===== src/rtl/alu_nibble_seq.sv =====
// Nibble-serial add/subtract sequencer driving an external 4-bit CLA.
// Ports: in_* request, out_* result/flags, cla_* adder nibble interface.
module alu_nibble_seq #(
  parameter int WIDTH = 16
) (
  input  logic             clk,
  input  logic             rst_n,
  input  logic             in_valid,
  output logic             in_ready,
  input  logic             in_op,
  input  logic [WIDTH-1:0] in_a,
  input  logic [WIDTH-1:0] in_b,
  output logic             out_valid,
  input  logic             out_ready,
  output logic [WIDTH-1:0] out_result,
  output logic             out_carry,
  output logic             out_ovf,
  output logic             out_zero,
  output logic [3:0]       cla_a,
  output logic [3:0]       cla_b,
  output logic             cla_cin,
  input  logic [3:0]       cla_sum,
  input  logic             cla_cout
);

  localparam int NIB = WIDTH / 4;
  localparam int CW  = (NIB > 1) ? $clog2(NIB) : 1;
  localparam logic [CW-1:0] LAST = CW'(NIB - 1);

  generate
    if (WIDTH < 4 || (WIDTH % 4) != 0) begin : g_bad_width
      $error("alu_nibble_seq: WIDTH must be a multiple of 4 and >= 4");
    end
  endgenerate

  typedef enum logic [1:0] {
    IDLE,
    RUN,
    DONE
  } state_t;

  state_t state, state_nx;

  logic [WIDTH-1:0] a_q;
  logic [WIDTH-1:0] b_q;
  logic [WIDTH-1:0] result_q;
  logic             op_q;
  logic [CW-1:0]    cnt;
  logic             carry_q;

  logic [3:0]       a_nib;
  logic [3:0]       b_nib;
  logic [WIDTH-1:0] res_nx;
  logic             last;
  logic             ovf_nx;

  // Nibble select/merge as a constant-index mux so no index
  // arithmetic can run past the operand for odd NIB counts.
  always_comb begin
    a_nib  = 4'h0;
    b_nib  = 4'h0;
    res_nx = result_q;
    for (int i = 0; i < NIB; i++) begin
      if (cnt == CW'(i)) begin
        a_nib = a_q[4*i +: 4];
        b_nib = b_q[4*i +: 4];
        res_nx[4*i +: 4] = cla_sum;
      end
    end
    if (op_q) b_nib = ~b_nib;
  end

  assign last = (cnt == LAST);

  // On the last nibble a_nib/b_nib hold the operand sign bits.
  assign ovf_nx = (a_nib[3] == b_nib[3]) &&
                  (cla_sum[3] != a_nib[3]);

  always_ff @(posedge clk or negedge rst_n) begin
    if (!rst_n) state <= IDLE;
    else        state <= state_nx;
  end

  always_comb begin
    state_nx = state;
    in_ready = 1'b0;
    cla_a    = 4'h0;
    cla_b    = 4'h0;
    cla_cin  = 1'b0;
    unique case (state)
      IDLE: begin
        in_ready = 1'b1;
        if (in_valid) state_nx = RUN;
      end
      RUN: begin
        cla_a   = a_nib;
        cla_b   = b_nib;
        cla_cin = carry_q;
        if (last) state_nx = DONE;
      end
      DONE: begin
        if (out_ready) state_nx = IDLE;
      end
      default: state_nx = IDLE;
    endcase
  end

  always_ff @(posedge clk or negedge rst_n) begin
    if (!rst_n) begin
      a_q       <= '0;
      b_q       <= '0;
      op_q      <= 1'b0;
      cnt       <= '0;
      carry_q   <= 1'b0;
      result_q  <= '0;
      out_valid <= 1'b0;
      out_carry <= 1'b0;
      out_ovf   <= 1'b0;
      out_zero  <= 1'b0;
    end else begin
      unique case (state)
        IDLE: begin
          if (in_valid) begin
            a_q     <= in_a;
            b_q     <= in_b;
            op_q    <= in_op;
            cnt     <= '0;
            // Subtract = A + ~B + 1: seed the chain with op.
            carry_q <= in_op;
          end
        end
        RUN: begin
          result_q <= res_nx;
          carry_q  <= cla_cout;
          if (last) begin
            out_carry <= cla_cout;
            out_ovf   <= ovf_nx;
            out_zero  <= (res_nx == '0);
            out_valid <= 1'b1;
          end else begin
            cnt <= cnt + 1'b1;
          end
        end
        DONE: begin
          if (out_ready) out_valid <= 1'b0;
        end
        default: ;
      endcase
    end
  end

  assign out_result = result_q;

endmodule


===== config.mk =====
export PLATFORM = sky130hd
export DESIGN_NAME = alu_nibble_seq
export DESIGN_NICKNAME = d
export VERILOG_FILES = /design/src/rtl/alu_nibble_seq.sv
export SDC_FILE = /design/constraint.sdc
export NUM_CORES = 1
export LEC_CHECK = 0
export CORE_UTILIZATION = 54
export CTS_BUF_LIST = sky130_fd_sc_hd__clkbuf_2 sky130_fd_sc_hd__clkbuf_4 sky130_fd_sc_hd__clkbuf_8
export CTS_CLUSTER_DIAMETER = 50
export DETAILED_ROUTE_END_ITERATION = 10
export GPL_ROUTABILITY_DRIVEN = 0
export GPL_TIMING_DRIVEN = 0
export PLACE_DENSITY = 0.88
export SLEW_MARGIN = 30
export SYNTH_ARGS = -nofsm -noshare
export SYNTH_HDL_FRONTEND = slang
export SYNTH_SLANG_ARGS = --single-unit

===== constraint.sdc =====
create_clock -name clk -period 3.4 [get_ports clk]
set_input_delay 0.68 -clock clk [delete_from_list [all_inputs] [get_ports clk]]
set_output_delay 0.68 -clock clk [all_outputs]
set_load 0.02 [all_outputs]

==> flow_summary.json, run 1 <==
{
  "diodes": 0,
  "start_util": 0.564,
  "crit_path_start_kind": "register",
  "die_w_um": 72.3,
  "p_leak_nw": 1.62,
  "synthArstFlopShare": 1.00,
  "yosys.area.top_type": "dfrtp_1",
  "fin_nets": 345,
  "reg2reg_to": "out_ovf$_DFFE_PN0P_",
  "postLayoutCoreUtil": 0.785,
  "crit_chain": "inv_1 -> ha_1 -> and2b_1 -> buf_6 -> a221oi_1 -> o31ai_1 -> xnor2_1 -> nor2_1 -> dlygate4sd2_1",
  "required_ns": 2.72,
  "cts_setup_buffers": 0,
  "grt_pass1_wl_um": 9920,
  "drive_gt1_frac": 0.264,
  "cts.path.max_buffers": 2,
  "timing.slew.headroom": 0.650,
  "vias": 2025,
  "core_um2": 4720,
  "routedWlPerCell_um": 16.7,
  "r2r_start": "cnt[0]$_DFFE_PN0P_",
  "finalCriticalPeriod_ns": 3.22,
  "fmax_mhz": 311,
  "hold_slack_ns": 0.233,
  "r2r_slack_ns": 1.25,
  "layout_commonest_cell": "clkdlybuf4s50_1",
  "hold_path_class": "primary input to asynchronous set/reset pin",
  "cts_hold_buf": 0,
  "cellPowerDensity_nw_per_um2": 1070,
  "dr.pass1.iters": 4,
  "syn_inst": 217,
  "crit_path_max_fanout": 7,
  "rr_worst_depth": 8,
  "cts_buffers": 9,
  "rsz0062_at_grt": "no",
  "ys_ff_latch": 58,
  "synth_area_um2": 2670,
  "cts_tree": "yes",
  "drc_errors": 0,
  "cts_sinks": 58,
  "io_buffers": 71,
  "drt-initial-drc-count": 102,
  "slew_viol_final": 0,
  "hold_viol": 0,
  "drtAntennaViolNets": 0,
  "io-pin-count": 72,
  "vdd_ir_drop_max_uv": 578,
  "grt_usage": 0.262,
  "finalWorstSetupSlack_ns": 0.183,
  "dp_hpwl_um": 4260,
  "synth_area_leaders": "dfrtp_1, mux2_2, nand2_1, a221oi_1, a21oi_1",
  "fin_skew_ns": 0.00459,
  "crit_arrival_ns": 2.54,
  "end_kind": "output pin",
  "synth.yosys.seq_area_share": 0.545,
  "setup_viol_count_final": 0,
  "stdcell_area_um2": 3710,
  "n_fill_cell": 293,
  "grt_antenna_before_repair": 0,
  "via_per_inst": 5.47,
  "gr-total-overflow": 0,
  "grt_max_degree": 37,
  "cp_slowest_stage_delay_ns": 0.41,
  "maxCapViolations": 0,
  "critPathKind": "register to output pin",
  "synth_nets": 263,
  "wl_um": 6180,
  "worst_slew_pin_slew_ns": 0.525,
  "place_area_um2": 3480,
  "ys.flop_type": "dfrtp_1",
  "syn2layout_area_growth_pct": 39.1,
  "slowest_stage": "dfrtp_1",
  "rows": 25,
  "insertion_delay_ns": 0.33,
  "final_cell_mix": "clkdlybuf4s50_1, dfrtp_1, mux2_2",
  "netlist.area_leader.share": 0.545,
  "fp.dieH_um": 72.3,
  "avgSynthCellArea_um2": 12.3,
  "ys_warn_count": 0,
  "finalCritPeriodShare": 0.946,
  "yosys.cell_types.count": 30,
  "path_clk_slew_ns": 0.07,
  "die_area_um2": 5220,
  "synth-edff-count": 0,
  "cts_root_buf": "clkbuf_8",
  "pre_cts_slack_ns": 0.277,
  "outcome": "completed",
  "cts-htree-levels": 3,
  "grt_pass1_vias": 2056
}
-- worst max-delay path, delay by kind of cell (launching register included) --
kind                     cells  cell delay [ns]
buffers and inverters        3             0.59
adder cells (fa/ha/maj)      1             0.28
flip-flops                   1             0.41
XOR/XNOR                     1             0.13
AND/OR/NAND/NOR              2             0.37
AO/OA/AOI/OAI                2             0.44
-- what timing repair did --
action | 4_1_cts | 5_1_grt
pin swaps | 0 | 0
gates resized for setup | 5 | 6
endpoints found under the setup margin | 8 | 5
cloned | 0 | 0
-- metrics by stage --
stage | TNS [ns] | total power (W) | std cells
2_1_floorplan | 0 | 0.00251 | 217
3_5_place_dp | 0 | 0.00327 | 356
3_3_place_gp | -6.10 | 0.00318 | 355
4_1_cts | 0 | 0.00396 | 371
6_report | 0 | 0.00395 | 370
5_1_grt | 0 | 0.00417 | 370
-- synthesized netlist by cell type, drive strengths merged (3+ instances only) --
cell type,instances
o21ai,7
ha,4
a21oi,11
dfrtp,58
xnor2,3
o31ai,3
a221oi,6
nor2b,7
nor3,5
inv,5
clkbuf,5
mux2i,3
nand2,14
mux2,50
nor2,13
buf,8
-- registers in the layout, summed over array words and instances, names as in the netlist --
name	cells
b_q	16
carry_q	1
state	2
op_q	1
out_valid	1
out_ovf	1
out_carry	1
a_q	16
out_zero	1
cnt	2
out_result	16
-- layer usage --
layer  track usage  up-vias  wire length, um  share of wire
met4         0.115        0              116          0.019
met3        0.0764       10              259          0.042
met5             0        -                0              0
met1         0.320     1022             2570           0.42
li1              -      933                -              -
met2         0.433       60             3240           0.52
-- cells by family (layout without fill, tap and decap cells) --
group,after synthesis,count (layout),share of synthesized area
mux,53,53,0.223
simple gates,49,49,0.0906
compound gates,32,32,0.0826
flops,58,58,0.545
fa+ha+maj,4,4,0.0188
xor+xnor,3,3,0.00986
buf+inv,18,104,0.0310
-- power breakdown --
group / leakage [nW] / total (W) / internal, W / switching (W)
registers: 0.682 / 0.00126 / 0.00105 / 0.000219
logic: 0.819 / 0.00200 / 0.00100 / 0.000994
clock network: 0.115 / 0.000692 / 0.000435 / 0.000258
-- how the worst max path moves through the flow --
stage	from	endpoint	slack, ns	cells after the start
2_1_floorplan	cnt[1]$_DFFE_PN0P_	cla_b[0]	0.97	8
3_3_place_gp	rst_n	out_result[3]$_DFFE_PN0N_	-0.11	1
3_5_place_dp	cnt[1]$_DFFE_PN0P_	cla_b[2]	0.28	8
4_1_cts	cnt[0]$_DFFE_PN0P_	cla_b[1]	0.006	9
5_1_grt	cnt[0]$_DFFE_PN0P_	cla_b[0]	0.01	9
6_report	cnt[0]$_DFFE_PN0P_	cla_b[0]	0.18	9
-- final cells by class --
class                      instances  area [um2]  share of cell area
sequential                        58        1450               0.391
clock inverter                     1        30.0             0.00810
tap                               67        83.8              0.0226
multi-input combinational        141        1130               0.306
clock buffer                      14         193              0.0520
timing repair buffer              72         734               0.198
inverter                           5        18.8             0.00506
buffer                            12        62.6              0.0169
No activity file was read; power rests on OpenSTA's default activity.
==> run 2, diff against run 1 <==
--- a/config.mk
+++ b/config.mk
@@ -5,6 +5,7 @@
 export SDC_FILE = /design/constraint.sdc
 export NUM_CORES = 1
 export LEC_CHECK = 0
+export ABC_CLOCK_PERIOD_IN_PS = 3400
 export CORE_UTILIZATION = 54
 export CTS_BUF_LIST = sky130_fd_sc_hd__clkbuf_2 sky130_fd_sc_hd__clkbuf_4 sky130_fd_sc_hd__clkbuf_8
 export CTS_CLUSTER_DIAMETER = 50
==> results of run 2 <==
Same layout as run 1: the final DEF is identical, and so are final timing and power.
